`src/rtl/if_imem_rx_if.sv`:
```
// Handshake bundle for if_imem_rx: address in, memory read port, instruction out to decode.
// The id_misalign wire exists only when IMEM_MISALIGN_CHK_EN is defined.
interface if_imem_rx_if #(
  parameter int unsigned ADDR_W = 32,
  parameter int unsigned DATA_W = 32
) ();
  logic              rx_valid;
  logic              rx_ready;
  logic [ADDR_W-1:0] rx_addr;
  logic              mem_req;
  logic [ADDR_W-1:0] mem_addr;
  logic [DATA_W-1:0] mem_rdata;
  logic              flush;
  logic              id_valid;
  logic              id_ready;
  logic [ADDR_W-1:0] id_pc;
  logic [DATA_W-1:0] id_instr;
`ifdef IMEM_MISALIGN_CHK_EN
  logic              id_misalign;
`endif

  // Fetch-unit side.
  modport slave (
    input  rx_valid, rx_addr, mem_rdata, flush, id_ready,
    output rx_ready, mem_req, mem_addr, id_valid, id_pc, id_instr
`ifdef IMEM_MISALIGN_CHK_EN
    , id_misalign
`endif
  );

  // Environment side: address generator, instruction memory and decode.
  modport master (
    output rx_valid, rx_addr, mem_rdata, flush, id_ready,
    input  rx_ready, mem_req, mem_addr, id_valid, id_pc, id_instr
`ifdef IMEM_MISALIGN_CHK_EN
    , id_misalign
`endif
  );
endinterface

```
`src/rtl/if_imem_rx.sv`:
```
// Fetch-stage consumer: issues addresses to a 1-cycle imem, buffers {pc, instr} for decode.
// Optional feature macro: IMEM_MISALIGN_CHK_EN (per-entry misalignment flag, word-aligned reads).
module if_imem_rx #(
  parameter int unsigned ADDR_W     = 32,
  parameter int unsigned DATA_W     = 32,
  parameter int unsigned FIFO_DEPTH = 2
) (
  input  logic          clk,
  input  logic          reset,
  if_imem_rx_if.slave   imem
);

  localparam int unsigned PTR_W = (FIFO_DEPTH > 1) ? $clog2(FIFO_DEPTH) : 1;
  localparam int unsigned CNT_W = PTR_W + 1;
  localparam int unsigned SUM_W = CNT_W + 1;

  logic [CNT_W-1:0]  count_q,    count_d;
  logic              inflight_q, inflight_d;
  logic [PTR_W-1:0]  wr_ptr_q,   wr_ptr_d;
  logic [PTR_W-1:0]  rd_ptr_q,   rd_ptr_d;
  logic [ADDR_W-1:0] pc_q,       pc_d;
  logic [ADDR_W-1:0] pc_mem    [FIFO_DEPTH];
  logic [DATA_W-1:0] instr_mem [FIFO_DEPTH];
`ifdef IMEM_MISALIGN_CHK_EN
  logic              mis_q,      mis_d;
  logic              mis_mem   [FIFO_DEPTH];
`endif

  logic [SUM_W-1:0]  credit_use_c;
  logic              rx_ready_c;
  logic              accept_c;
  logic              push_c;
  logic              pop_c;

  // Credit check counts the in-flight read so its return always finds a free slot.
  always_comb begin
    credit_use_c = SUM_W'(count_q) + SUM_W'(inflight_q);
    rx_ready_c   = !imem.flush && (credit_use_c < SUM_W'(FIFO_DEPTH));
    accept_c     = imem.rx_valid && rx_ready_c;
    push_c       = inflight_q && !imem.flush;
    pop_c        = (count_q != '0) && imem.id_ready && !imem.flush;
  end

  assign imem.rx_ready = rx_ready_c;
  assign imem.mem_req  = accept_c;
`ifdef IMEM_MISALIGN_CHK_EN
  assign imem.mem_addr = {imem.rx_addr[ADDR_W-1:2], 2'b00};
`else
  assign imem.mem_addr = imem.rx_addr;
`endif

  always_comb begin
    count_d    = count_q;
    inflight_d = inflight_q;
    wr_ptr_d   = wr_ptr_q;
    rd_ptr_d   = rd_ptr_q;
    pc_d       = pc_q;
`ifdef IMEM_MISALIGN_CHK_EN
    mis_d      = mis_q;
`endif
    if (imem.flush) begin
      count_d    = '0;
      inflight_d = 1'b0;
      wr_ptr_d   = '0;
      rd_ptr_d   = '0;
    end else begin
      inflight_d = accept_c;
      if (accept_c) begin
        pc_d = imem.rx_addr;
`ifdef IMEM_MISALIGN_CHK_EN
        mis_d = (imem.rx_addr[1:0] != 2'b00);
`endif
      end
      if (push_c) wr_ptr_d = wr_ptr_q + PTR_W'(1);
      if (pop_c)  rd_ptr_d = rd_ptr_q + PTR_W'(1);
      case ({push_c, pop_c})
        2'b10:   count_d = count_q + CNT_W'(1);
        2'b01:   count_d = count_q - CNT_W'(1);
        default: count_d = count_q;
      endcase
    end
  end

  always_ff @(posedge clk or posedge reset) begin
    if (reset) begin
      count_q    <= '0;
      inflight_q <= 1'b0;
      wr_ptr_q   <= '0;
      rd_ptr_q   <= '0;
      pc_q       <= '0;
`ifdef IMEM_MISALIGN_CHK_EN
      mis_q      <= 1'b0;
`endif
      for (int unsigned i = 0; i < FIFO_DEPTH; i++) begin
        pc_mem[i]    <= '0;
        instr_mem[i] <= '0;
`ifdef IMEM_MISALIGN_CHK_EN
        mis_mem[i]   <= 1'b0;
`endif
      end
    end else begin
      count_q    <= count_d;
      inflight_q <= inflight_d;
      wr_ptr_q   <= wr_ptr_d;
      rd_ptr_q   <= rd_ptr_d;
      pc_q       <= pc_d;
`ifdef IMEM_MISALIGN_CHK_EN
      mis_q      <= mis_d;
`endif
      // Read data is valid exactly one cycle after the accepted request.
      if (push_c) begin
        pc_mem[wr_ptr_q]    <= pc_q;
        instr_mem[wr_ptr_q] <= imem.mem_rdata;
`ifdef IMEM_MISALIGN_CHK_EN
        mis_mem[wr_ptr_q]   <= mis_q;
`endif
      end
    end
  end

  assign imem.id_valid    = (count_q != '0);
  assign imem.id_pc       = pc_mem[rd_ptr_q];
  assign imem.id_instr    = instr_mem[rd_ptr_q];
`ifdef IMEM_MISALIGN_CHK_EN
  assign imem.id_misalign = mis_mem[rd_ptr_q];
`endif

endmodule
```
`src/flat_wrapper.sv`:
```
// flat-port wrapper written by rule: the top's interface ports become plain ports
module if_imem_rx_flat 
#(
  parameter int unsigned ADDR_W     = 32,
  parameter int unsigned DATA_W     = 32,
  parameter int unsigned FIFO_DEPTH = 2
)
  (clk, reset, imem_rx_valid, imem_rx_addr, imem_mem_rdata, imem_flush, imem_id_ready, imem_rx_ready, imem_mem_req, imem_mem_addr, imem_id_valid, imem_id_pc, imem_id_instr);
  if_imem_rx_if #(.ADDR_W(ADDR_W), .DATA_W(DATA_W)) imem_i ();
  input  logic clk;
  input  logic reset;
  input wire logic [$bits(imem_i.rx_valid)-1:0] imem_rx_valid;
  input wire logic [$bits(imem_i.rx_addr)-1:0] imem_rx_addr;
  input wire logic [$bits(imem_i.mem_rdata)-1:0] imem_mem_rdata;
  input wire logic [$bits(imem_i.flush)-1:0] imem_flush;
  input wire logic [$bits(imem_i.id_ready)-1:0] imem_id_ready;
  output wire logic [$bits(imem_i.rx_ready)-1:0] imem_rx_ready;
  output wire logic [$bits(imem_i.mem_req)-1:0] imem_mem_req;
  output wire logic [$bits(imem_i.mem_addr)-1:0] imem_mem_addr;
  output wire logic [$bits(imem_i.id_valid)-1:0] imem_id_valid;
  output wire logic [$bits(imem_i.id_pc)-1:0] imem_id_pc;
  output wire logic [$bits(imem_i.id_instr)-1:0] imem_id_instr;
  assign imem_i.rx_valid = imem_rx_valid;
  assign imem_i.rx_addr = imem_rx_addr;
  assign imem_i.mem_rdata = imem_mem_rdata;
  assign imem_i.flush = imem_flush;
  assign imem_i.id_ready = imem_id_ready;
  assign imem_rx_ready = imem_i.rx_ready;
  assign imem_mem_req = imem_i.mem_req;
  assign imem_mem_addr = imem_i.mem_addr;
  assign imem_id_valid = imem_i.id_valid;
  assign imem_id_pc = imem_i.id_pc;
  assign imem_id_instr = imem_i.id_instr;
  if_imem_rx #(.ADDR_W(ADDR_W), .DATA_W(DATA_W), .FIFO_DEPTH(FIFO_DEPTH)) u_core (.clk(clk), .reset(reset), .imem(imem_i));
endmodule
```
`config.mk`:
```
export PLATFORM = sky130hd
export DESIGN_NAME = if_imem_rx_flat
export DESIGN_NICKNAME = d
export VERILOG_FILES = /design/src/rtl/if_imem_rx_if.sv /design/src/rtl/if_imem_rx.sv /design/src/flat_wrapper.sv
export SDC_FILE = /design/constraint.sdc
export NUM_CORES = 1
export LEC_CHECK = 0
export BUFFER_PORTS_ARGS = -buffer_cell sky130_fd_sc_hd__buf_2
export CAP_MARGIN = 15
export CORE_MARGIN = 5
export CORE_UTILIZATION = 54
export DETAILED_ROUTE_END_ITERATION = 7
export GPL_TIMING_DRIVEN = 0
export PLACE_DENSITY = 0.8
export SKIP_LAST_GASP = 1
export SLEW_MARGIN = 10
export SYNTH_ARGS = -nofsm -noshare
export SYNTH_HDL_FRONTEND = slang
export SYNTH_SLANG_ARGS = --single-unit
```
`constraint.sdc`:
```
create_clock -name clk -period 6.8 [get_ports clk]
set_input_delay 0.34 -clock clk [delete_from_list [all_inputs] [get_ports clk]]
set_output_delay 0.34 -clock clk [all_outputs]
set_load 0.01 [all_outputs]
```
; ---- Word-level counts from Yosys, hierarchy flattened
; Index checks and enable logic that the tools add are counted.
[word_totals]
ff_bits = 165
latchBits = 0
ramBits = 0
mem_bits_ro = 0
input_bits = 69
output_inout_bits = 99
mem_count = 0
[classes]
addsub = 5
multipliers = 0
div = 0
n_lt_le_gt_ge = 4
eq_ne = 2
shifts = 0
n_mux = 17
n_bitwise = 3
n_reduce_logical = 12
[ops]
columns = cell, count
row1 = 32-bit two-way mux, 7
row2 = 64-bit bitwise mux, 2
row3 = 32-bit demux with 1-bit select, 1
row4 = 1-bit logical AND, 6
row5 = 2-bit nonzero test, 3
row6 = 1-bit two-way mux, 5
row7 = 2-bit >= comparator (second input constant), 2
row8 = 1-bit NOT with 2-bit output, 2
row9 = 2-bit case mux with 2 select lines, 1
row10 = 2-bit by 1-bit adder with 3-bit output, 1
row11 = 3-bit by 2-bit < comparator with 1-bit output (second input constant), 1
row12 = 3-bit nonzero test, 1
row13 = 1-bit adder (second input constant), 2
row14 = 2-bit by 1-bit adder with 2-bit output (second input constant), 1
row15 = 2-bit by 1-bit == test with 1-bit output (second input constant), 1
row16 = 2-bit == test (second input constant), 1
row17 = 2-bit by 1-bit < comparator with 1-bit output (second input constant), 1
row18 = 2-bit two-way mux, 1
row19 = 2-bit AND reduction, 1
row20 = 2-bit by 1-bit subtractor with 2-bit output (second input constant), 1
row21 = 1-bit zero test, 1
row22 = 1-bit NOT, 1

; ---- Depth between registers and ports, before layout
; Gate-level depths: netlist of run 1.
[logic_depth]
word_depth = 6
depth_mapped = 6
depth_no_buf = 3

; ---- Least setup slack after synthesis of run 1
; Ideal clock, no wire load.
[synth_timing]
kind = register -> register
start = register u_core.inflight_q
end = register u_core.pc_q[0]
t_arrival_ps = 1517
t_required_ps = 6675
path_slack_ps = 5158
path_stages_with_launch = 7
path_buffers = 3
path_cell_list = dfrtp_1 -> buf_6 -> a211oi_2 -> and2_1 -> buf_6 -> buf_12 -> mux2_4
[synth_via]
elab_chain_cells = 5
[synth_lines]
columns = item, line
row1 = start: declaration, if_imem_rx.sv:18  ; logic inflight_q, inflight_d;
row2 = start signal: assignment, if_imem_rx.sv:103  ; inflight_q <= inflight_d;
row3 = 2-bit by 1-bit adder with 3-bit output, if_imem_rx.sv:37  ; credit_use_c = SUM_W'(count_q) + SUM_W'(inflight_q);
row4 = 3-bit by 2-bit < comparator with 1-bit output, if_imem_rx.sv:38  ; rx_ready_c = !imem.flush && (credit_use_c < SUM_W'(FIFO_DEPTH));
row5 = 1-bit logical AND, if_imem_rx.sv:38
row6 = net imem_rx_ready, flat_wrapper.sv:17  ; output wire logic [$bits(imem_i.rx_ready)-1:0] imem_rx_ready;
row7 = 1-bit logical AND, if_imem_rx.sv:39  ; accept_c = imem.rx_valid && rx_ready_c;
row8 = 2-bit AND reduction (no source line), -
row9 = end signal: assignment, if_imem_rx.sv:106  ; pc_q <= pc_d;
row10 = end: declaration, if_imem_rx.sv:21  ; logic [ADDR_W-1:0] pc_q, pc_d;
; The timed path passes the listed nets, and every way through them passes these cells.
; A chain may end at the register's enable or synchronous reset.

; ---- Worst setup path in the final report of run 1
[layout_timing]
start = register u_core.rd_ptr_q
end = output port imem_id_pc[4]
[layout_via]
elab_chain_cells = 4
[layout_lines]
columns = item, line
row1 = start: declaration, if_imem_rx.sv:20  ; logic [PTR_W-1:0] rd_ptr_q, rd_ptr_d;
row2 = start signal: assignment, if_imem_rx.sv:105  ; rd_ptr_q <= rd_ptr_d;
row3 = 1-bit NOT with 2-bit output (implied by the code), if_imem_rx.sv:122  ; assign imem.id_pc = pc_mem[rd_ptr_q];
row4 = 32-bit two-way mux (implied by the code) (3 in a row), if_imem_rx.sv:122
row5 = end: declaration, flat_wrapper.sv:21  ; output wire logic [$bits(imem_i.id_pc)-1:0] imem_id_pc;
; Every way passes these cells. The select of a mux whose other input is x is not followed.

==> key figures, run 1 <==
Global route
  • Total gr overflow: 0
  • Vias in the first global route: 4976
  • GRT Util Overall: 19.63%
  • Largest net degree at the start of global routing: 102
  • First-pass GRT wire length: 24990 microns
  • Initial antenna violation count: 1

Worst setup path
  • Slowest CP cell: clkbuf_1
  • WP depth: 4
  • Cell family with most CP delay: buffers and inverters
  • Critical path launch point type: flop
  • Critical path class: flop to primary output
  • Critical path peak fanout: 10
  • CP endpoint kind: primary output
  • Crit-path cells: clkbuf_1, buf_2, mux2_2, buf_2
  • CP Data Required Time: 6.46 ns
  • Max incr delay on CP: 0.43 ns
  • Worst path most repeated cell: buf_2
  • R2R cell count: 5
  • Worst EP arrival: 2.13 ns
  • CP Buf/Inv Count: 3

Clock network
  • CTS buffer count: 17
  • # clock sinks: 165
  • Max clock buf depth: 2
  • Clock transition at path regs: 0.06 ns
  • CTS tree: built
  • Root Driver: clkbuf_16
  • Worst-Skew Late Latency: 0.41 ns
  • H-tree lvl count: 4

Detailed routing
  • Detailed Route WL: 14910 microns
  • Residual DRC: 0
  • Vias post-DR: 4349
  • Routed len/inst: 17.64 microns
  • WL met1: 6315 microns
  • First-pass iteration count of the detailed router: 4
  • ANT nets after route: 0
  • Met2 routed WL: 7609 microns
  • DR top layer: met5
  • Met3 routed WL: 741 microns
  • Drt via density: 5.147
  • DR iter-0 viols: 130

Placement
  • # port buffers: 167
  • Dpl ws: 4.735 ns
  • RePlAce Congestion: 0.7127
  • Placed cell areas: 8456 sq um
  • Post-DP HPWL: 10500 microns

Job
  • Max-cap viol count: 0

Synthesis
  • Mapped Nets: 537
  • #FFs+latches synth: 165
  • Synth Cell Area: 7365 sq um
  • Post-synthesis cell type count: 25
  • Yosys warning total: 0
  • Post-Syn Instances: 468
  • Top cells by area, synth: dfrtp_1 (56%), mux2_2 (30%), mux2_4 (5.9%)
  • Asr flop ratio synth: 100.0%
  • Syn Area/Cell: 15.74 sq um
  • Yosys top cell by area: dfrtp_1
  • Post-synth top flop: dfrtp_1
  • Top-count cell post-synth: mux2_2
  • Number of synthesized flops with an enable pin: 0
  • Post-synth top cells: mux2_2 (195), dfrtp_1 (165), buf_4 (44)
  • Yosys top cell area share: 56.07%
  • Register area share after synthesis: 56.07%

Power
  • Sw Share: 25.71%
  • Flop pwr share: 45.6%
  • Comb power frac: 24.1%
  • Leakage: 4.354 nW
  • Pwr dens: 339.3 nW/um^2
  • Worst VDD drop: 0.2132 mV
  • Clock network fraction of total power: 30.4%
  • Power Total: 3.067 mW
  • Pint: 2.279 mW
  • NetSw: 788.7 uW

Die
  • Core ar.: 13300 sq um
  • Die area: 16070 sq um
  • Die Span X: 126.8 microns
  • IO Count: 168
  • Die H: 126.8 microns
  • Initial core utilization: 55.39%
  • Row count: 42

Timing
  • Final hold vios: 0
  • Setup tns final: 0 ns
  • RSZ-0062 raised after global routing: false
  • Slew Limit Fails: 0
  • Min Tclk post-route: 2.466 ns
  • Slew @ Worst Pin: 0.5873 ns
  • Slew HR: 60.84%
  • Clock Skew: 0.005709 ns
  • FMAX: 405.5 MHz
  • Final setup fails: 0
  • Min Hold Slack: 0.1674 ns
  • Setup WS post-layout: 4.334 ns
  • Final period util: 36.27%

Status
  • Outcome: finished, final reports clean

Final layout
  • NumNets Final: 725
  • Design area: 9041 sq um
  • Area Growth Syn to Fin: 22.77%
  • Share of layout cells above drive strength 1: 71.60%
  • Diode count: 0

Worst hold path
  • Hold path cells: 2
  • Worst Hold Class: input port to flop
==> final cells by class <==
type                       instances  area [sq um]
multi-input combinational        244          2776
timing repair buffer             169         873.3
fill                             942          4254
inverter                           1         11.26
tap                              176         220.2
clock inverter                     3         65.06
buffer                            58         455.4
clock buffer                      29         510.5
sequential                       165          4129
==> logic make-up (layout without fill, tap and decap cells) <==
kind of cell | Yosys count | after routing | synth area share [%]
XOR/XNOR | 2 | 2 | 0.2379
buffers and inverters | 59 | 260 | 6.235
flip-flops | 165 | 165 | 56.07
AO/OA/AOI/OAI | 7 | 7 | 0.6796
AND/OR/NAND/NOR | 11 | 11 | 1.053
multiplexers | 224 | 224 | 35.73
==> path summary, 6_finish.rpt <==
check                                            startpoint                               end  slack (ns)
hold reg to reg            u_core.instr_mem[53]$_DFFE_PP0P_  u_core.instr_mem[53]$_DFFE_PP0P_        0.50
min in group asynchronous                             reset       u_core.pc_q[26]$_DFFE_PP0P_        0.51
setup / recovery                u_core.rd_ptr_q$_DFFE_PP0P_                     imem_id_pc[4]        4.33
max in group asynchronous                             reset  u_core.instr_mem[26]$_DFFE_PP0P_        5.46
hold / removal                             imem_rx_addr[10]       u_core.pc_q[10]$_DFFE_PP0P_        0.17
setup reg to reg              u_core.count_q[0]$_DFFE_PP0P_       u_core.pc_q[19]$_DFFE_PP0P_        5.16
==> cell usage in the layout, fill, tap and decap left out, drive strengths merged, types with 2 or more instances in the layout <==
cell      n
nor2      2
nand3b    2
bufinv    2
and2      2
a21oi     2
mux2    224
buf     224
dfrtp   165
clkbuf   31
o21ai     2
==> flip-flops by register name, summed over array words and instances (netlist names) <==
register	flops
u_core.inflight_q	1
u_core.wr_ptr_q	1
u_core.rd_ptr_q	1
u_core.instr_mem	64
u_core.pc_q	32
u_core.pc_mem	64
u_core.count_q	2
==> routing by layer <==
layer / track usage (%) / up-vias
met3: 5.086 / 19
met4: 6.309 / 2
li1: - / 2010
met1: 24.77 / 2208
met2: 33.22 / 110
met5: 0 / -
==> power groups by stage <==
stage | Sequential (mW) | Combinational (mW) | Clock (mW)
2_1_floorplan | 1.36 | 0.524 | 0
3_3_place_gp | 1.38 | 0.719 | 0
3_5_place_dp | 1.41 | 0.747 | 0
4_1_cts | 1.40 | 0.754 | 0.950
5_1_grt | 1.43 | 0.810 | 0.992
6_report | 1.40 | 0.738 | 0.931
==> metrics by stage <==
step | cells | utilization, %
after floorplan | 468 | -
after global placement | 811 | 63.34
after detailed placement | 812 | 63.60
after CTS | 845 | 68.00
after global routing | 845 | 68.00
final | 845 | 68.00
==> what timing repair did <==
| item | in CTS | in global routing |
|---|---|---|
| gates resized for setup | 0 | 0 |
| endpoints found under the hold margin | 64 | 0 |
| hold buffers | 1 | 0 |
| setup buffers | 0 | 0 |
No activity file was read; power rests on OpenSTA's default activity.
==> run 2: changes to the inputs <==
- ABC_AREA: default -> 1
- clock period: 6.8 -> 2.3 ns (I/O delays scaled with it)
==> run 2 against run 1 <==
  * Combinational power rose to 3.5 times the previous value
  * Synthesized area is 0.73% lower
  * Non-clock buffer count rose by 90
  * Largest power group unchanged
  * Routed wire length up 33%
  * Sequential power grew to 3.0 times the previous value
  * Power rose to 3.2 times the previous value
  * Setup slack worse by 4.0 ns
  * Clock skew grew 0.00051 ns
  * Synthesized cell count increased by 90%
==> key figures, run 2 <==
Status
  • Outcome: finished, final reports clean

Power
  • Sw Share: 31.19% (+5.5 points)
  • Flop pwr share: 43.3% (-2.3 points)
  • Comb power frac: 26.2% (+2.1 points)
  • Leakage: 5.416 nW (+24%)
  • Worst VDD drop: 0.5293 mV (+150%)
  • NetSw: 3.044 mW (+290%)
  • Pint: 6.716 mW (+190%)
  • Pwr dens: 1000 nW/um^2 (+190%)
  • Power Total: 9.760 mW (+220%)
  • Clock network fraction of total power: 30.5% (about the same)

Clock network
  • CTS buffer count: 17 (unchanged)
  • Root Driver: clkbuf_16
  • Worst-Skew Late Latency: 0.42 ns (about the same)
  • Clock transition at path regs: 0.06 ns (about the same)
  • Max clock buf depth: 2 (unchanged)
  • # clock sinks: 165 (unchanged)
  • # Post-CTS Setup Buffers: 0 (unchanged)
  • H-tree lvl count: 4 (unchanged)
  • CTS tree: built

Global route
  • Vias in the first global route: 6839 (+37%)
  • Largest net degree at the start of global routing: 37 (-64%)
  • Initial antenna violation count: 1 (unchanged)
  • GRT Util Overall: 25.85% (+6.2 points)
  • Total gr overflow: 0 (unchanged)
  • First-pass GRT wire length: 33200 microns (+33%)

Worst setup path
  • Critical path peak fanout: 10 (unchanged)
  • Critical path class: flop to primary output
  • CP Data Required Time: 2.18 ns (-4.28 ns)
  • CP endpoint kind: primary output
  • Flop2flop setup slack: 0.99 ns (-4.17 ns)
  • Critical path launch point type: flop
  • Worst EP arrival: 1.81 ns (-0.32 ns)

Synthesis
  • Top cells by area, synth: dfrtp_1 (56%), nand2_1 (22%), o21ai_1 (8.1%)
  • Yosys warning total: 0 (unchanged)
  • Yosys top cell area share: 56.48% (+0.41 points)
  • Yosys top cell by area: dfrtp_1
  • Asr flop ratio synth: 100.0% (unchanged)
  • #FFs+latches synth: 165 (unchanged)
  • Syn Area/Cell: 8.205 sq um (-48%)
  • Register area share after synthesis: 56.48% (+0.41 points)
  • Post-Syn Instances: 891 (+90%)
  • Number of synthesized flops with an enable pin: 0 (unchanged)
  • Synth Cell Area: 7311 sq um (-0.73%)
  • Mapped Nets: 960 (+79%)
  • Post-synth top cells: nand2_1 (424), dfrtp_1 (165), o21ai_1 (118)
  • Post-synth top flop: dfrtp_1
  • Top-count cell post-synth: nand2_1
  • Post-synthesis cell type count: 17 (-32%)

Final layout
  • Design area: 9756 sq um (+7.9%)
  • Most frequent cells in the layout: nand2_1 (424), buf_2 (193), dfrtp_1 (165)
  • Share of layout cells above drive strength 1: 24.50% (-47 points)
  • Commonest non-fill, non-tap cell in the layout: nand2_1
  • Area Growth Syn to Fin: 33.44%
  • NumNets Final: 1216 (+68%)
  • Largest regs: u_core.instr_mem: 64 flops, u_core.pc_mem: 64 flops, u_core.pc_q: 32 flops

Timing
  • Final period util: 83.54%
  • Setup WS post-layout: 0.3786 ns (-3.955 ns)
  • Final setup fails: 0 (unchanged)
  • Min Tclk post-route: 1.921 ns
  • RSZ-0062 raised after global routing: false
  • FMAX: 520.4 MHz
  • Slew Limit Fails: 0 (unchanged)
  • Clock Skew: 0.006219 ns (+0.0005091 ns)
  • Final hold vios: 0 (unchanged)
  • Slew @ Worst Pin: 0.5521 ns (-0.03519 ns)
  • Min Hold Slack: 0.006544 ns (-0.1608 ns)
  • Slew HR: 63.19% (+2.3 points)

Die
  • Die H: 126.4 microns (-0.34%)
  • Row count: 42 (unchanged)
  • Die Span X: 126.4 microns (-0.34%)
  • IO Count: 168 (unchanged)
  • Initial core utilization: 55.21% (-0.19 points)
  • Die area: 15970 sq um (-0.67%)
  • Core ar.: 13240 sq um (-0.40%)

Detailed routing
  • First-pass iteration count of the detailed router: 5 (+1)
  • Detailed Route WL: 19860 microns (+33%)
  • DR iter-0 viols: 450 (+250%)
  • ANT nets after route: 0 (unchanged)
  • Vias post-DR: 6618 (+52%)
  • Drt via density: 4.954 (-3.8%)
  • Residual DRC: 0 (unchanged)
  • Routed len/inst: 14.86 microns (-16%)

Placement
  • Placed cell areas: 8478 sq um (+0.27%)
  • # port buffers: 167 (unchanged)
  • Dpl ws: 0.8156 ns (-3.920 ns)
  • RePlAce Congestion: 0.8304 (+17%)
  • Post-DP HPWL: 12620 microns (+20%)

Job
  • Max-cap viol count: 0 (unchanged)

Worst hold path
  • Worst Hold Class: input port to flop
## run 2: cell types whose count changed in the layout (fill, tap and decap cells not counted), sizes merged, moves of 3 or more
cell and change:
nand2 +425, mux2 -224, o21ai +129, inv +73, dlygate4sd3 +64, buf +25, nand3 +8, clkbuf -6
clkinvlp +3
## run 2: cell type report
cell class,instances,area (sq um)
Tap cell,176,220.2
Inverter,75,292.8
Clock buffer,22,474.2
Timing Repair Buffer,237,1594
Antenna cell,1,2.502
Multi-Input combinational cell,571,2354
Buffer,80,539.3
Sequential cell,165,4129
Clock inverter,9,150.1
Fill cell,972,3487
## run 2: worst paths after layout
check,depth (start not counted),endpoint,start
max,5,imem_id_pc[14],u_core.rd_ptr_q$_DFFE_PP0P_
min,4,u_core.count_q[0]$_DFFE_PP0P_,imem_flush
max reg2reg,8,u_core.pc_q[23]$_DFFE_PP0P_,u_core.inflight_q$_DFF_PP0_
min reg2reg,2,u_core.pc_q[17]$_DFFE_PP0P_,u_core.pc_q[17]$_DFFE_PP0P_
max in group asynchronous,5,u_core.instr_mem[34]$_DFFE_PP0P_,reset
min in group asynchronous,3,u_core.count_q[1]$_DFFE_PP0P_,reset
## run 2: critical path, cell delays in order, from the launching register on
cell and delay [ns]:
dfrtp_1 0.34, buf_2 0.24, buf_1 0.43, nand2_1 0.11
nand2_1 0.12, buf_2 0.14
## run 2: power by group through the flow
stage	sequential (mW)	clock (mW)	combinational, mW
finish	4.22	2.98	2.56
global route	4.32	3.14	2.91
CTS	4.21	3.02	2.57
detailed placement	4.23	0	2.44
global placement	4.19	0	2.36
floorplan	4.13	0	1.61
## run 2: metrics by stage
stage,instances,util (%),setup TNS [ns]
2_1_floorplan,891,-,0
3_3_place_gp,1234,63.21,-143.66
3_5_place_dp,1239,64.02,0
4_1_cts,1335,73.65,0
5_1_grt,1336,73.67,0
6_report,1336,73.67,0
## run 2: cells by family (layout without fill, tap and decap cells)
group | Yosys count | after routing | synth area share [%]
other | 0 | 1 | 0
and+or+nand+nor | 439 | 439 | 23.16
DFF | 165 | 165 | 56.48
AOI/OAI and AO/OA | 132 | 132 | 9.036
buffers and inverters | 155 | 423 | 11.33
## run 2: repair_timing
action,4_1_cts,5_1_grt
hold buffers,65,0
gates resized for setup,0,0
hold endpoints to repair,152,0
## run 2: routing by layer
metal | share of wire [%] | vias to the layer above | track usage, % | wire, microns
li1 | - | 3218 | - | -
met1 | 40 | 3105 | 31.40 | 7927
met2 | 50 | 242 | 44.15 | 9978
met3 | 6.7 | 53 | 6.011 | 1327
met4 | 3.1 | 0 | 11.36 | 624
met5 | 0 | - | 0 | 0
